===== src/rtl/fir_mac_ctrl_if.sv =====
// Handshake bundle between the FIR sequencer, its input/output FIFOs and the shared MAC.
// The sequencer takes the master side; the FIFO/MAC environment takes the slave side.
interface fir_mac_ctrl_if #(
  parameter int DATA_SIZE = 32,
  parameter int NUM_TAPS  = 32
);
  localparam int TAP_W = (NUM_TAPS > 1) ? $clog2(NUM_TAPS) : 1;

  logic                        in_empty;
  logic signed [DATA_SIZE-1:0] in_dout;
  logic                        in_rd_en;
  logic                        mac_valid;
  logic                        mac_clear;
  logic signed [DATA_SIZE-1:0] mac_x;
  logic        [TAP_W-1:0]     mac_tap;
  logic signed [DATA_SIZE-1:0] mac_acc;
  logic                        out_full;
  logic                        out_wr_en;
  logic signed [DATA_SIZE-1:0] out_din;

  modport master (
    input  in_empty, in_dout, mac_acc, out_full,
    output in_rd_en, mac_valid, mac_clear, mac_x, mac_tap, out_wr_en, out_din
  );

  modport slave (
    output in_empty, in_dout, mac_acc, out_full,
    input  in_rd_en, mac_valid, mac_clear, mac_x, mac_tap, out_wr_en, out_din
  );
endinterface


===== src/rtl/fir_mac_ctrl.sv =====
// FIR sequencer: loads DECIMATION samples into the tap history, streams NUM_TAPS
// (sample, tap) pairs to the external MAC, waits out its latency and pushes the sum.
module fir_mac_ctrl #(
  parameter int DATA_SIZE   = 32,
  parameter int NUM_TAPS    = 32,
  parameter int DECIMATION  = 1,
  parameter int MAC_LATENCY = 1
) (
  input  logic          clock,
  input  logic          reset,
  fir_mac_ctrl_if.master bus
);
  localparam int TAP_W  = (NUM_TAPS > 1)    ? $clog2(NUM_TAPS)    : 1;
  localparam int DEC_W  = (DECIMATION > 1)  ? $clog2(DECIMATION)  : 1;
  localparam int WAIT_W = (MAC_LATENCY > 1) ? $clog2(MAC_LATENCY) : 1;

  localparam logic [TAP_W-1:0]  LAST_TAP  = TAP_W'(NUM_TAPS - 1);
  localparam logic [DEC_W-1:0]  LAST_DEC  = DEC_W'(DECIMATION - 1);
  localparam logic [WAIT_W-1:0] LAST_WAIT = WAIT_W'(MAC_LATENCY - 1);

  typedef enum logic [1:0] {S_LOAD, S_ISSUE, S_WAIT, S_WRITE} state_t;

  state_t                      state, state_n;
  logic signed [DATA_SIZE-1:0] hist [NUM_TAPS];
  logic        [TAP_W-1:0]     tap_cnt;
  logic        [DEC_W-1:0]     dec_cnt;
  logic        [WAIT_W-1:0]    wait_cnt;
  logic                        pop;
  logic                        push;
  logic                        mac_valid_q;
  logic                        mac_clear_q;
  logic signed [DATA_SIZE-1:0] mac_x_q;
  logic signed [DATA_SIZE-1:0] result_q;

  always_comb begin
    state_n = state;
    pop     = 1'b0;
    push    = 1'b0;
    case (state)
      S_LOAD: begin
        pop = !bus.in_empty;
        if (!bus.in_empty && (dec_cnt == LAST_DEC)) state_n = S_ISSUE;
      end
      S_ISSUE: begin
        if (tap_cnt == LAST_TAP) state_n = S_WAIT;
      end
      S_WAIT: begin
        if (wait_cnt == LAST_WAIT) state_n = S_WRITE;
      end
      S_WRITE: begin
        push = !bus.out_full;
        if (!bus.out_full) state_n = S_LOAD;
      end
      default: state_n = S_LOAD;
    endcase
  end

  always_ff @(posedge clock or posedge reset) begin
    if (reset) begin
      state       <= S_LOAD;
      tap_cnt     <= '0;
      dec_cnt     <= '0;
      wait_cnt    <= '0;
      mac_valid_q <= 1'b0;
      mac_clear_q <= 1'b0;
      mac_x_q     <= '0;
      result_q    <= '0;
      for (int k = 0; k < NUM_TAPS; k++) hist[k] <= '0;
    end else begin
      state <= state_n;
      if (pop) begin
        hist[0] <= bus.in_dout;
        for (int k = 1; k < NUM_TAPS; k++) hist[k] <= hist[k-1];
        dec_cnt <= (dec_cnt == LAST_DEC) ? '0 : dec_cnt + 1'b1;
      end
      // Operands are registered one cycle ahead so they line up with the issue state;
      // the first operand is the sample being popped on the same edge.
      mac_valid_q <= (state_n == S_ISSUE);
      mac_clear_q <= (state == S_LOAD) && (state_n == S_ISSUE);
      if (state_n == S_ISSUE)
        mac_x_q <= (state == S_ISSUE) ? hist[tap_cnt + 1'b1] : bus.in_dout;
      else
        mac_x_q <= '0;
      if (state == S_ISSUE) tap_cnt <= (tap_cnt == LAST_TAP) ? '0 : tap_cnt + 1'b1;
      wait_cnt <= ((state == S_WAIT) && (wait_cnt != LAST_WAIT)) ? wait_cnt + 1'b1 : '0;
      if ((state == S_WAIT) && (wait_cnt == LAST_WAIT)) result_q <= bus.mac_acc;
    end
  end

  assign bus.in_rd_en  = pop;
  assign bus.out_wr_en = push;
  assign bus.mac_valid = mac_valid_q;
  assign bus.mac_clear = mac_clear_q;
  assign bus.mac_x     = mac_x_q;
  assign bus.mac_tap   = tap_cnt;
  assign bus.out_din   = result_q;
endmodule


===== src/flat_wrapper.sv =====
// flat-port wrapper written by rule: the top's interface ports become plain ports
module fir_mac_ctrl_flat 
#(
  parameter int DATA_SIZE   = 32,
  parameter int NUM_TAPS    = 32,
  parameter int DECIMATION  = 1,
  parameter int MAC_LATENCY = 1
)
  (clock, reset, bus_in_empty, bus_in_dout, bus_mac_acc, bus_out_full, bus_in_rd_en, bus_mac_valid, bus_mac_clear, bus_mac_x, bus_mac_tap, bus_out_wr_en, bus_out_din);
  fir_mac_ctrl_if #(.DATA_SIZE(DATA_SIZE), .NUM_TAPS(NUM_TAPS)) bus_i ();
  input  logic clock;
  input  logic reset;
  input wire logic [$bits(bus_i.in_empty)-1:0] bus_in_empty;
  input wire logic [$bits(bus_i.in_dout)-1:0] bus_in_dout;
  input wire logic [$bits(bus_i.mac_acc)-1:0] bus_mac_acc;
  input wire logic [$bits(bus_i.out_full)-1:0] bus_out_full;
  output wire logic [$bits(bus_i.in_rd_en)-1:0] bus_in_rd_en;
  output wire logic [$bits(bus_i.mac_valid)-1:0] bus_mac_valid;
  output wire logic [$bits(bus_i.mac_clear)-1:0] bus_mac_clear;
  output wire logic [$bits(bus_i.mac_x)-1:0] bus_mac_x;
  output wire logic [$bits(bus_i.mac_tap)-1:0] bus_mac_tap;
  output wire logic [$bits(bus_i.out_wr_en)-1:0] bus_out_wr_en;
  output wire logic [$bits(bus_i.out_din)-1:0] bus_out_din;
  assign bus_i.in_empty = bus_in_empty;
  assign bus_i.in_dout = bus_in_dout;
  assign bus_i.mac_acc = bus_mac_acc;
  assign bus_i.out_full = bus_out_full;
  assign bus_in_rd_en = bus_i.in_rd_en;
  assign bus_mac_valid = bus_i.mac_valid;
  assign bus_mac_clear = bus_i.mac_clear;
  assign bus_mac_x = bus_i.mac_x;
  assign bus_mac_tap = bus_i.mac_tap;
  assign bus_out_wr_en = bus_i.out_wr_en;
  assign bus_out_din = bus_i.out_din;
  fir_mac_ctrl #(.DATA_SIZE(DATA_SIZE), .NUM_TAPS(NUM_TAPS), .DECIMATION(DECIMATION), .MAC_LATENCY(MAC_LATENCY)) u_core (.clock(clock), .reset(reset), .bus(bus_i));
endmodule

===== config.mk =====
export PLATFORM = sky130hd
export DESIGN_NAME = fir_mac_ctrl_flat
export DESIGN_NICKNAME = d
export VERILOG_FILES = /design/src/rtl/fir_mac_ctrl_if.sv /design/src/rtl/fir_mac_ctrl.sv /design/src/flat_wrapper.sv
export SDC_FILE = /design/constraint.sdc
export NUM_CORES = 2
export LEC_CHECK = 0
export ABC_AREA = 1
export BUFFER_PORTS_ARGS = -buffer_cell sky130_fd_sc_hd__buf_2
export CORE_ASPECT_RATIO = 0.8
export CORE_MARGIN = 1
export CORE_UTILIZATION = 40
export CTS_CLUSTER_DIAMETER = 200
export CTS_CLUSTER_SIZE = 10
export DETAILED_ROUTE_END_ITERATION = 7
export SLEW_MARGIN = 5
export SYNTH_ARGS = -nofsm -noshare
export SYNTH_HDL_FRONTEND = slang
export SYNTH_SLANG_ARGS = --single-unit
export TNS_END_PERCENT = 100

===== constraint.sdc =====
create_clock -name clock -period 39.4 [get_ports clock]
set_input_delay 5.91 -clock clock [delete_from_list [all_inputs] [get_ports clock]]
set_output_delay 5.91 -clock clock [all_outputs]
set_load 0.005 [all_outputs]

# Yosys cells after proc, flatten, opt, wreduce, memory -nomap -nowiden
# Cells that the tools add are included.
# op_classes
addsub,3
n_lt_le_gt_ge,1
eq_ne,5
mux,15
bitwise,3
n_reduce_logical,7
# ops
op,n
binary-select mux 32 bit (select 5 bit),1
2-to-1 mux 32 bit,4
2-to-1 mux 2 bit,4
case mux 2 bit (4 select lines),1
">= comparator 6 bit, second input constant",1
NOT 5 -> 6 bit,1
"adder 5 x 1 -> 5 bit, second input constant",1
"== test 5 bit, second input constant",1
2-to-1 mux 5 bit,1
"== test 2 x 1 -> 1 bit, second input constant",2
"== test 2 bit, second input constant",2
logical AND 1 bit,4
2-to-1 mux 1 bit,4
"adder 1 bit, second input constant",2
logical NOT 1 bit,2
logical NOT 2 bit,1
NOT 1 bit,2
# word_totals
ff_bits,1099
output_inout_bits,73
wordCells,74

# Logic depth before layout (Yosys ltp)
# logic_depth
depth_word,7
mapped_depth,14
mapped_depth_nobuf,11

# Worst setup path before layout
# OpenSTA, ideal clock, no wires.
# synth_timing
path_kind,input -> output
start,input bus_in_empty
end,output bus_in_rd_en
t_arrival_ns,6.763
setup_slack_ns,26.727
stages,7
n_path_buf,4
path_cell_list,inv_1 > nand2_1 > inv_2 > buf_4 > buf_4 > buf_2 > buf_2
# synth_via
elab_chain_cells,2
# synth_lines
item,line_no,rtl
"start, declared",flat_wrapper.sv:13,input wire logic [$bits(bus_i.in_empty)-1:0] bus_in_empty;
logical NOT 1 bit,fir_mac_ctrl.sv:41,pop = !bus.in_empty;
2-to-1 mux 1 bit,fir_mac_ctrl.sv:39,case (state)
"end, declared",flat_wrapper.sv:17,output wire logic [$bits(bus_i.in_rd_en)-1:0] bus_in_rd_en;
# No other way between the ends.

# Worst setup path in the final report
# Same ends and word-level chain as after synthesis.

==> flow_metrics.tcl <==
set metrics [dict create \
    outcome "completed" \
    seqPwrFrac_pct 35.5 \
    p_clk_share_pct 18.8 \
    critical_path_class "in -> out" \
    synth_edf_count 0 \
    synth.most_common_cell "o21ai_0" \
    die_area_um2 124000 \
    syn_area_per_cell_um2 8.34 \
    regToRegSetupSlack_ps 34020 \
    hold_buffers 0 \
    start_util_pct 40.5 \
    yosys-top-cells-area "dfrtp_1 (56%), o21ai_0 (15%), nand2_1 (9.8%)" \
    vias 38469 \
    max_freq_mhz 76.6 \
    die_x_um 394 \
    cts_buffer_depth 3 \
    firstDrtPassIters 6 \
    synthArstFlopShare_pct 100 \
    critPathRequiredTime_ps 33490 \
    drc 0 \
    cp_data_arrival_time_ps 7140 \
    syn_to_final_growth_pct 9.10 \
    synth_top_cell_area_share_pct 55.9 \
    die_h_um 315 \
    maxCapViolCount 0 \
    nets 5828 \
    track_usage_pct 19.8 \
    syn-num-nets 5959 \
    rsz0062_at_grt "false" \
    antenna_found_initial 14 \
    fin_crit_sh_pct 33.1 \
    portBuffers 140 \
    timing.rr.start "u_core.bus.mac_tap[0]$_DFFE_PP0P_" \
    path_max_fanout 94 \
    multi_input_area_um2 17700 \
    n_fill_cell 12000 \
    grt_pass1_wl_mm 200 \
    drt-initial-drc-count 3799 \
    worst_pin_slew_ps 1340 \
    finalHoldViolCount 0 \
    p_comb_share_pct 45.6 \
    holdCritPathClass "reg -> reg" \
    slew_headroom_pct 10.8 \
    start_kind "primary input" \
    hold_start "u_core.hist[44]$_DFFE_PP0P_" \
    setup_tns_ps 0 \
    yosys_most_used_dff "dfrtp_1" \
    postCtsResizedCells 0 \
    regArea_um2 27500 \
    ys_types 28 \
    ios 141 \
    root_buffer "clkbuf_16" \
    synth_top_area_cell "dfrtp_1" \
    grt_start_max_net_pins 276 \
    worst_clock_skew_ps 28.9 \
    sw_frac_of_total_pct 44.9 \
    drtAntennaViolNets 0 \
    yosysSeqAreaShare_pct 55.9 \
    finalSetupViolations 0 \
    hpwl_mm 65.7 \
    place_inst 7261 \
    peakVddDrop_mv 0.201 \
    grt_pass1_vias 36090 \
    cts_made_buffers 119 \
    p_switching_mw 2.29 \
    clk_pin_slew_ps 60 \
    coreArea_um2 121000 \
    row_count 114 \
    power.density_nw_per_um2 95.2 \
    yosys-top-cells-count "o21ai_0 (1463), nand2_1 (1281), dfrtp_1 (1098)" \
    clock_latency_ps 700 \
    internal_power_mw 2.81 \
    holdPathStages 2 \
    drive_above_1_share_pct 6.49 \
    slew_viol_final 0 \
    ys_ff_latch 1098 \
    synth_cells 5889 \
    routedWlPerCell_um 16.7 \
    crit_path_end_kind "output port" \
    r2r_end "u_core.bus.mac_x[7]$_DFF_PP0_" \
    place.gp.congestion 0.767 \
    p_leak_nw 23.9 \
    overflow 0 \
    cts_setup_buffers 0 \
    cts.sinks 1098 \
    reg2reg_depth 10 \
    viasPerCell 5.21 \
    yosys_warnings 0 \
    wl_mm 124 \
    fin_crit_ps 13050 \
    stdcell_count 7389 \
    htreeDepth 3 \
    min_to "u_core.hist[12]$_DFFE_PP0P_" \
    cts_tree "yes" \
    syn_area_um2 49100 \
]
[cells in the final DEF (no fill, tap or decap), drive strengths merged]
cell type  Yosys  final
a21oi        528    528
buf          236    199
clkbuf       215    123
clkinv         0      1
conb           1      1
dfrtp       1098   1098
diode          0      2
ha             2      2
inv          550    552
mux2          32     32
nand2       1281   1281
nand3        431    431
nand3b         1      1
nand4          1      1
nor2          42     42
nor3           1      1
o211ai         1      1
o21ai       1463   1463
o22ai          1      1
o31ai          1      1
xnor2          1      1
xor2           3      3
[worst max-delay path, stage by stage]
cell     delay (ps)
buf_2           110
inv_1           100
nand2_4         190
inv_8           410
buf_2           300
[layer usage]
metal  vias to the layer above  global-route usage, %  wire (um)
met1                     18399                   29.4      60200
met4                         4                   4.95       2560
met2                       925                   29.8      52800
met5                         -                      0         27
li1                      18988                      -          -
met3                       153                   3.71       8090
[through the flow]
stage / hold WS [ps] / setup slack (ps) / util, % / cell area, um^2 / total power [mW]
after CTS: 479 / 26330 / 44.2 / 53600 / 5.13
after detailed placement: 465 / 26330 / 41.7 / 50500 / 4.14
after global placement: 462 / 26320 / 41.7 / 50500 / 4.11
final: 473 / 26350 / 44.2 / 53600 / 5.10
after floorplan: 449 / 2580 / - / 49100 / 3.42
after global routing: 491 / 26240 / 44.2 / 53600 / 5.54
[cell type report]
| cell class | count | area share (%) |
|---|---|---|
| diodes | 2 | 0.00934 |
| clock buffers | 123 | 5.68 |
| clock inverters | 3 | 0.0700 |
| inverters | 550 | 3.90 |
| multi-input cells | 3790 | 33.0 |
| flip-flops and latches | 1098 | 51.3 |
| well taps | 1624 | 3.79 |
| repair buffers | 199 | 2.30 |
[sequential cells by signal, indices dropped and copies added (netlist names)]
| register | cells |
|---|---|
| u_core.bus.out_din | 32 |
| u_core.state | 2 |
| u_core.bus.mac_clear | 1 |
| u_core.bus.mac_valid | 1 |
| u_core.bus.mac_tap | 5 |
| u_core.hist | 1024 |
| u_core.wait_cnt | 1 |
| u_core.bus.mac_x | 32 |
[power groups by stage]
stage	Combinational, mW	Clock [mW]	Sequential [mW]
after floorplan	1.65	0	1.77
after global placement	2.30	0	1.81
after detailed placement	2.32	0	1.82
after CTS	2.33	0.988	1.81
final	2.33	0.960	1.81
after global routing	2.65	1.03	1.87
[worst max path at each step]
stage	start	to	slack, ps	cells after the start
2_1_floorplan	reset	u_core.bus.mac_clear$_DFF_PP0_	2580	1
3_3_place_gp	bus_in_empty	bus_in_rd_en	26320	5
3_5_place_dp	bus_in_empty	bus_in_rd_en	26330	5
4_1_cts	bus_in_empty	bus_in_rd_en	26330	5
5_1_grt	bus_in_empty	bus_in_rd_en	26240	5
6_report	bus_in_empty	bus_in_rd_en	26350	5
[logic make-up (layout without fill, tap and decap cells)]
| family | count (synthesis) | count (layout) | synth area share (%) |
|---|---|---|---|
| and+or+nand+nor | 1757 | 1757 | 14.6 |
| xor gates and xnor gates | 4 | 4 | 0.0866 |
| AOI/OAI and AO/OA | 1994 | 1994 | 20.3 |
| buffers and inverters | 1001 | 875 | 8.28 |
| muxes | 32 | 32 | 0.734 |
| adders and majority gates | 2 | 2 | 0.0509 |
| other | 1 | 3 | 0.00763 |
| DFF | 1098 | 1098 | 55.9 |
(Power assumes the default switching activity.)
